$ cat config.mk
export PLATFORM = sky130hd
export DESIGN_NAME = approx_add_sweep_ctrl_flat
export DESIGN_NICKNAME = d
export VERILOG_FILES = /design/src/rtl/approx_add_sweep_ctrl_pkg.sv /design/src/rtl/approx_add_sweep_ctrl_if.sv /design/src/rtl/approx_add_sweep_ctrl_err.sv /design/src/rtl/approx_add_sweep_ctrl.sv /design/src/flat_wrapper.sv
export SDC_FILE = /design/constraint.sdc
export NUM_CORES = 1
export LEC_CHECK = 0
export CORE_ASPECT_RATIO = 0.9
export CORE_MARGIN = 1.5
export CORE_UTILIZATION = 25
export CTS_CLUSTER_DIAMETER = 100
export CTS_CLUSTER_SIZE = 14
export DETAILED_ROUTE_END_ITERATION = 8
export HOLD_SLACK_MARGIN = 0.03
export PLACE_DENSITY = 0.42
export SETUP_SLACK_MARGIN = 0.5
export SLEW_MARGIN = 20
export SYNTH_ARGS = -nofsm -noshare
export SYNTH_HDL_FRONTEND = slang
export SYNTH_SLANG_ARGS = --single-unit
export TNS_END_PERCENT = 30
$ cat constraint.sdc
create_clock -name clk -period 10.6 [get_ports clk]
set_input_delay 3.18 -clock clk [delete_from_list [all_inputs] [get_ports clk]]
set_output_delay 3.18 -clock clk [all_outputs]
set_load 0.005 [all_outputs]
$ cat src/rtl/approx_add_sweep_ctrl_pkg.sv
// Shared types and width helpers for the approximate-adder sweep controller.
package approx_sweep_pkg;

    typedef enum logic [2:0] {
        S_IDLE,
        S_DRIVE,
        S_SAMPLE,
        S_EMIT,
        S_FINISH
    } sweep_state_t;

    localparam int OP_W_DEF = 8;

    function automatic int sum_w(input int op_w);
        return op_w + 1;
    endfunction

    function automatic int addr_w(input int op_w);
        return 2 * op_w;
    endfunction

    function automatic int cnt_w(input int op_w);
        return 2 * op_w + 1;
    endfunction

    // Holds 2^(2*op_w) * (2^(op_w+1)-1) without overflow.
    function automatic int acc_w(input int op_w);
        return 3 * op_w + 1;
    endfunction

endpackage

$ cat src/rtl/approx_add_sweep_ctrl_if.sv
// LUT entry stream: one entry per operand pair, valid/ready handshake.
interface approx_add_sweep_ctrl_if
    import approx_sweep_pkg::*;
#(
    parameter int OP_W = OP_W_DEF
);
    logic                      lut_valid;
    logic                      lut_ready;
    logic [addr_w(OP_W)-1:0]   lut_addr;
    logic [sum_w(OP_W)-1:0]    lut_data;

    modport master (output lut_valid, lut_addr, lut_data, input  lut_ready);
    modport slave  (input  lut_valid, lut_addr, lut_data, output lut_ready);
endinterface

$ cat src/rtl/approx_add_sweep_ctrl_err.sv
// Error of one adder result against the exact sum, plus the compares the
// metric accumulators need.
module approx_err_metric #(
    parameter int OP_W = 8
) (
    input  logic [OP_W-1:0] a,
    input  logic [OP_W-1:0] b,
    input  logic [OP_W:0]   o,
    input  logic [OP_W:0]   wce,
    output logic [OP_W:0]   err,
    output logic            nz,
    output logic            gt
);
    logic [OP_W:0] exact;

    assign exact = {1'b0, a} + {1'b0, b};
    // Subtract the smaller from the larger so the magnitude never wraps.
    assign err   = (o >= exact) ? (o - exact) : (exact - o);
    assign nz    = |err;
    assign gt    = err > wce;
endmodule

$ cat src/rtl/approx_add_sweep_ctrl.sv
// Walks every (A,B) pair through an external approximate adder, streams the
// results as LUT entries and accumulates error metrics for the sweep.
module approx_add_sweep_ctrl
    import approx_sweep_pkg::*;
#(
    parameter int OP_W = OP_W_DEF
) (
    input  logic                     clk,
    input  logic                     rst_n,
    input  logic                     start,
    input  logic                     abort,
    output logic                     busy,
    output logic                     done,
    output logic [OP_W-1:0]          dut_a,
    output logic [OP_W-1:0]          dut_b,
    input  logic [sum_w(OP_W)-1:0]   dut_o,
    approx_add_sweep_ctrl_if.master  lut,
    output logic [cnt_w(OP_W)-1:0]   err_cnt,
    output logic [sum_w(OP_W)-1:0]   wce,
    output logic [acc_w(OP_W)-1:0]   sum_abs_err
);
    localparam int SW  = sum_w(OP_W);
    localparam int AW  = addr_w(OP_W);
    localparam int CW  = cnt_w(OP_W);
    localparam int ACW = acc_w(OP_W);

    sweep_state_t   state, state_nxt;
    logic [SW-1:0]  err;
    logic           err_nz, err_gt;
    logic [AW-1:0]  addr, addr_inc;
    logic           last;
    logic [SW-1:0]  lut_data_q;

    assign addr     = {dut_a, dut_b};
    assign addr_inc = addr + AW'(1);
    assign last     = &addr;

    assign lut.lut_addr = addr;
    assign lut.lut_data = lut_data_q;

    approx_err_metric #(.OP_W(OP_W)) u_err (
        .a   (dut_a),
        .b   (dut_b),
        .o   (dut_o),
        .wce (wce),
        .err (err),
        .nz  (err_nz),
        .gt  (err_gt)
    );

    always_ff @(posedge clk) begin
        if (!rst_n) state <= S_IDLE;
        else        state <= state_nxt;
    end

    always_comb begin
        state_nxt     = state;
        busy          = 1'b1;
        done          = 1'b0;
        lut.lut_valid = 1'b0;
        case (state)
            S_IDLE: begin
                busy = 1'b0;
                if (start) state_nxt = S_DRIVE;
            end
            S_DRIVE:  state_nxt = S_SAMPLE;
            S_SAMPLE: state_nxt = S_EMIT;
            S_EMIT: begin
                lut.lut_valid = 1'b1;
                if (lut.lut_ready) state_nxt = last ? S_FINISH : S_DRIVE;
            end
            S_FINISH: begin
                done      = 1'b1;
                state_nxt = S_IDLE;
            end
            default:  state_nxt = S_IDLE;
        endcase
        // Abort beats start and any same-cycle handshake.
        if (abort) state_nxt = S_IDLE;
    end

    always_ff @(posedge clk) begin
        if (!rst_n) begin
            dut_a       <= '0;
            dut_b       <= '0;
            lut_data_q  <= '0;
            err_cnt     <= '0;
            wce         <= '0;
            sum_abs_err <= '0;
        end else if (!abort) begin
            case (state)
                S_IDLE: if (start) begin
                    dut_a       <= '0;
                    dut_b       <= '0;
                    err_cnt     <= '0;
                    wce         <= '0;
                    sum_abs_err <= '0;
                end
                // SAMPLE is visited once per pair, so metrics update exactly once.
                S_SAMPLE: begin
                    lut_data_q  <= dut_o;
                    err_cnt     <= err_cnt + CW'(err_nz);
                    sum_abs_err <= sum_abs_err + ACW'(err);
                    if (err_gt) wce <= err;
                end
                S_EMIT: if (lut.lut_ready && !last) {dut_a, dut_b} <= addr_inc;
                default: ;
            endcase
        end
    end

endmodule

$ cat src/flat_wrapper.sv
// flat-port wrapper written by rule: the top's interface ports become plain ports
module approx_add_sweep_ctrl_flat import approx_sweep_pkg::*;
#(
    parameter int OP_W = OP_W_DEF
)
  (clk, rst_n, start, abort, busy, done, dut_a, dut_b, dut_o, err_cnt, wce, sum_abs_err, lut_lut_valid, lut_lut_addr, lut_lut_data, lut_lut_ready);
  approx_add_sweep_ctrl_if #(.OP_W(OP_W)) lut_i ();
  input  logic clk;
  input  logic rst_n;
  input  logic start;
  input  logic abort;
  output logic busy;
  output logic done;
  output logic [OP_W-1:0] dut_a;
  output logic [OP_W-1:0] dut_b;
  input  logic [sum_w(OP_W)-1:0] dut_o;
  output logic [cnt_w(OP_W)-1:0] err_cnt;
  output logic [sum_w(OP_W)-1:0] wce;
  output logic [acc_w(OP_W)-1:0] sum_abs_err;
  output wire logic [$bits(lut_i.lut_valid)-1:0] lut_lut_valid;
  output wire logic [$bits(lut_i.lut_addr)-1:0] lut_lut_addr;
  output wire logic [$bits(lut_i.lut_data)-1:0] lut_lut_data;
  input wire logic [$bits(lut_i.lut_ready)-1:0] lut_lut_ready;
  assign lut_lut_valid = lut_i.lut_valid;
  assign lut_lut_addr = lut_i.lut_addr;
  assign lut_lut_data = lut_i.lut_data;
  assign lut_i.lut_ready = lut_lut_ready;
  approx_add_sweep_ctrl #(.OP_W(OP_W)) u_core (.clk(clk), .rst_n(rst_n), .start(start), .abort(abort), .busy(busy), .done(done), .dut_a(dut_a), .dut_b(dut_b), .dut_o(dut_o), .lut(lut_i), .err_cnt(err_cnt), .wce(wce), .sum_abs_err(sum_abs_err));
endmodule
Yosys cells after proc, flatten, opt, wreduce, memory -nomap -nowiden
Index checks and enable logic that the tools add are counted.
{"block": "op_classes", "magnitude_cmp": 2, "reduce_logical": 13, "shift": 0, "addsub": 6, "div": 0, "bitwise": 2, "mux": 20, "multipliers": 0, "eq_ne": 8}
{"op": "$pmux 25 s2", "n": 1}
{"op": "$pmux 17 s2", "n": 1}
{"op": "$pmux 8 s2", "n": 2}
{"op": "$mux 9", "n": 3}
{"op": "$add 25x9->25", "n": 1}
{"op": "$mux 25", "n": 1}
{"op": "$mux 8", "n": 3}
{"op": "$pmux 9 s2", "n": 1}
{"op": "$sub 9x9->9", "n": 2}
{"op": "$add 17x1->17", "n": 1}
{"op": "$mux 17", "n": 1}
{"op": "$add 16x1->16 const B", "n": 1}
{"op": "$reduce_and 16->1", "n": 1}
{"op": "$pmux 3 s4", "n": 1}
{"op": "$add 8x8->9", "n": 1}
{"op": "$ge 9x9->1", "n": 1}
{"op": "$gt 9x9->1", "n": 1}
{"op": "$mux 3", "n": 3}
{"op": "$reduce_or 9->1", "n": 1}
{"op": "$reduce_and 4->1", "n": 2}
{"op": "$eq 3x2->1 const B", "n": 2}
{"op": "$ne 2x1->1 const B", "n": 2}
{"op": "$ne 2x2->1 const B", "n": 2}
{"op": "$reduce_and 2->1", "n": 2}
{"op": "other kinds (10)", "n": 14}
{"block": "word_totals", "memories": 0, "rom_bits": 0, "latchBits": 0, "out_inout_bits": 95, "regBits": 79, "ramBits": 0, "elab_cells": 58}

Depth between registers and ports, before layout
{"block": "logic_depth", "word_depth": 6, "mapped_depth": 28, "ltp_nobuf": 27}

By module
From an unflattened synthesis, not the netlist that was laid out.
{"block": "unflattened", "cells_unflattened": 707, "area_unflattened_um2": 5819.3}
{"module": "approx_add_sweep_ctrl", "seq_area_each_um2": 1581.5, "cells_per_inst": 502, "instances": 1, "area_per_inst_um2": 4244.1}
{"module": "approx_err_metric", "seq_area_each_um2": 0.0, "cells_per_inst": 205, "instances": 1, "area_per_inst_um2": 1575.3}

Least setup slack after synthesis
No wires, ideal clock.
{"block": "synth_path", "path_kind": "input -> register", "start": "in dut_o[3]", "end": "reg u_core.sum_abs_err[10]", "setup_time_ps": 65, "arrival_time_ps": 6818, "slack_ps": 3717, "cell_stages": 18, "path_cell_list": "inv_1 -> ha_1 -> buf_4 -> a21o_1 -> a21oi_2 -> a21o_1 -> buf_2 -> nand2_1 -> mux2i_1 -> inv_1 -> fa_1 -> a21o_1 -> a21o_1 -> a2111oi_0 -> nor4_1 -> nor2_2 -> mux2_1 -> nor2_1"}
{"block": "synth_between", "elab_chain_len": 4}
{"item": "start, declared", "line": "flat_wrapper.sv:16", "source": "input logic [sum_w(OP_W)-1:0] dut_o;"}
{"item": "$sub 9x9->9 / $ge 9x9->1 (equally long branches)", "line": "approx_add_sweep_ctrl_err.sv:18", "source": "assign err = (o >= exact) ? (o - exact) : (exact - o);"}
{"item": "$mux 9 (*)", "line": "approx_add_sweep_ctrl_err.sv:18"}
{"item": "$add 25x9->25 (*)", "line": "approx_add_sweep_ctrl.sv:103", "source": "sum_abs_err <= sum_abs_err + ACW'(err);"}
{"item": "$pmux 25 s2 (*)", "line": "approx_add_sweep_ctrl.sv:91", "source": "case (state)"}
{"item": "end signal, assigned", "line": "approx_add_sweep_ctrl.sv:103"}
{"item": "end, declared", "line": "approx_add_sweep_ctrl.sv:20", "source": "output logic [acc_w(OP_W)-1:0] sum_abs_err"}
Mark *: on every way between the ends. The rest lies on a longest branch, timed or not.
A chain may end at the register's enable or synchronous reset.

Worst setup path after layout
{"block": "layout_path", "start": "in dut_o[5]", "end": "reg u_core.sum_abs_err[10]"}
The elaborated chain is that of the path after synthesis.

==> impl_metrics.json <==
{
  "pwr-share-seq_pct": 42.0,
  "firstDrtPassIters": 4,
  "hold_viol": 0,
  "finalPower_uw": 712,
  "switching_share_pct": 26.9,
  "fin_crit_ns": 7.86,
  "cts_inserted_buffers": 9,
  "drt_wl_total_microns": 17300,
  "cts_tree": "yes",
  "routabilityCongestion": 0.814,
  "clk_pin_slew_ns": 0.07,
  "grt.overflow.total": 0,
  "worstPathRequired_ns": 10.88,
  "cp_top_family": "compound AO/OA/AOI/OAI gates",
  "yosysSeqAreaShare_pct": 29.0,
  "synth-seq-cells": 79,
  "worstPathArrival_ns": 8.14,
  "setup_viol": 0,
  "report.final.slew_viol_count": 0,
  "synthCells": 692,
  "status": "complete, no violations",
  "start_kind": "input pin",
  "netlist_area_sq_um": 5450,
  "grt_pass1_wl_microns": 27100,
  "grt_setup_unrepaired": "no",
  "final_cells": 1064,
  "num_io_pins": 109,
  "finClkSkew_ns": 0.00993,
  "internal_power_uw": 521,
  "clockPowerShare_pct": 46.1,
  "die_w_microns": 159,
  "nets": 835,
  "cts_resized": 0,
  "core_area_sq_um": 21500,
  "period_share_pct": 74.2,
  "cp_slowest_cell": "a2111oi_0",
  "synth_edf_count": 0,
  "cp_max_fo": 13,
  "cts_max_path_buffers": 2,
  "antenna_found_initial": 0,
  "ys_top_cells_by_count": "dfxtp_1, nand2_1, a21oi_1",
  "drv_cap": 0,
  "cts_setup_buffers": 0,
  "hold_class": "reg -> reg",
  "synth.area.top_cells": "dfxtp_1, ha_1, a21oi_1, nand2_1, nand3_1",
  "root_buffer": "clkbuf_16",
  "drt-initial-drc-count": 249,
  "combPwrFrac_pct": 11.9,
  "synthFlopType": "dfxtp_1",
  "drc": 0,
  "slew-limit-headroom_pct": 29.6,
  "cp-end-kind": "flip-flop",
  "worstMarginPinSlew_ns": 1.06,
  "wire_per_inst_microns": 16.3,
  "clk_latency_ns": 0.35,
  "ir_worst_vdd_v": 0.0000533,
  "setup_tns_ns": 0,
  "syn_nets": 759,
  "vias": 5199,
  "grt_max_degree": 46,
  "die_area_sq_um": 22700,
  "start_util_pct": 25.3,
  "grt_usage_pct": 15.6,
  "fmax_ghz": 0.127,
  "crit_chain": "clkdlybuf4s50_1 > inv_1 > ha_1 > nand4_2 > o211ai_2 > a21oi_2 > nand2_1 > mux2i_1 > inv_1 > fa_1 > a21o_1 > a21o_1 > a2111oi_0 > nor4_1 > nor2_2 > mux2_1 > nor2_1",
  "io_buffers": 108,
  "placementRows": 51,
  "leakagePower_nw": 2.63,
  "synthToLayoutAreaGrowth_pct": 28.1,
  "cpPeakStageDelay_ns": 0.64,
  "ctsHoldBuffers": 0,
  "dieHeight_microns": 143,
  "critical_path_buf_inv_count": 3,
  "antenna_cells": 0,
  "path_class": "in -> reg",
  "synth_top_area_share_pct": 29.0,
  "ys_async_sr_fraction_pct": 0,
  "post-synth-top-count-cell": "dfxtp_1",
  "vias_per_cell": 4.89,
  "ys_types": 60,
  "p_per_area_nw_per_um2": 102,
  "layout-drive-gt1-share_pct": 4.79,
  "place_inst": 1048,
  "synth_top_cell_by_area": "dfxtp_1",
  "ys_warn_count": 0,
  "drtAntennaViolNets": 0,
  "avgSynthCellArea_sq_um": 7.87,
  "grt_pass1_vias": 4974,
  "hpwlAfterDp_microns": 12700,
  "htreeDepth": 3,
  "p_sw_uw": 192,
  "cts_sinks": 79
}
cells in the final DEF, fill, tap and decap left out, types with 4 or more instances in the layout:
cell type,instances
a21o_1,17
nor3_1,14
xor2_1,17
or4_1,6
nand2b_1,6
dfxtp_1,79
clkbuf_16,9
nand3_1,48
xnor2_1,8
a31oi_1,5
buf_4,5
nand4_1,16
o21a_1,9
or2_2,6
nor2b_1,8
mux2i_1,6
a21oi_2,5
o211a_1,6
o21ai_0,23
inv_1,45
ha_1,49
nand2_1,66
nor2_1,49
fa_1,4
a21oi_1,58
clkdlybuf4s50_1,108
nand4b_1,4
and2_1,4
o211ai_1,8
nor4_1,5
mux2_1,5
and3_1,14
or3_1,14
metal layers:
layer	global-route usage, %	up-vias	wire, microns
li1	-	2594	-
met1	20.1	2484	8290
met2	25.3	105	7890
met3	4.34	16	867
met4	4.87	0	266
met5	0	-	0
power groups by stage:
stage / Combinational, mW / Sequential [mW] / Clock [mW]
2_1_floorplan: 0.0570 / 0.306 / 0
3_3_place_gp: 0.0847 / 0.306 / 0
3_5_place_dp: 0.0849 / 0.306 / 0
4_1_cts: 0.0852 / 0.299 / 0.346
5_1_grt: 0.0950 / 0.299 / 0.351
6_report: 0.0847 / 0.299 / 0.328
final cells by class:
class | count | area (sq um)
multi-input cells | 520 | 3440
repair buffers | 113 | 1120
well taps | 291 | 364
flip-flops and latches | 79 | 1580
fillers | 2300 | 14500
inverters | 45 | 169
clock buffers | 12 | 246
clock inverters | 4 | 53.8
cell families (layout without fill, tap and decap cells):
group | after synthesis | in the layout | share of synthesized area (%)
and+or+nand+nor | 273 | 273 | 25.5
AOI/OAI and AO/OA | 158 | 158 | 18.7
muxes | 11 | 11 | 2.14
DFF | 79 | 79 | 29.0
xor gates and xnor gates | 25 | 25 | 4.02
adders and majority gates | 53 | 53 | 12.7
buffers and inverters | 93 | 174 | 7.88
tightest hold or removal path: cells and delay by family (launching register included):
| family | cells | cell delay, ns |
|---|---|---|
| flip-flops | 1 | 0.31 |
| AND/OR/NAND/NOR | 1 | 0.05 |
| AO/OA/AOI/OAI | 1 | 0.05 |
sequential cells by signal (all words and copies together) (netlist names):
register             count
u_core.sum_abs_err      25
u_core.err_cnt          17
u_core.lut.lut_data      9
u_core.wce               9
u_core.dut_a             8
u_core.dut_b             8
u_core.state             3
path summary, 6_finish.rpt:
check        depth (start not counted)                    from  slack, ns                endpoint
max                                 17                dut_o[5]       2.74  u_core.sum_abs_err[10]
min                                  2  u_core.lut.lut_data[1]       0.45  u_core.lut.lut_data[1]
max reg2reg                         24         u_core.dut_b[0]       4.22  u_core.sum_abs_err[10]
min reg2reg                          2  u_core.lut.lut_data[1]       0.45  u_core.lut.lut_data[1]
per-stage QoR:
stage	utilization [%]	worst slack [ns]	hold slack (ns)	cell area, sq um
finish	32.4	2.74	0.453	6980
global route	32.4	2.32	0.476	6980
CTS	32.4	2.79	0.458	6980
detailed placement	31.1	2.46	0.450	6680
global placement	31.1	2.57	0.442	6680
floorplan	-	3.72	0.453	5450
Note: power is estimated with default switching activity, not from simulation.
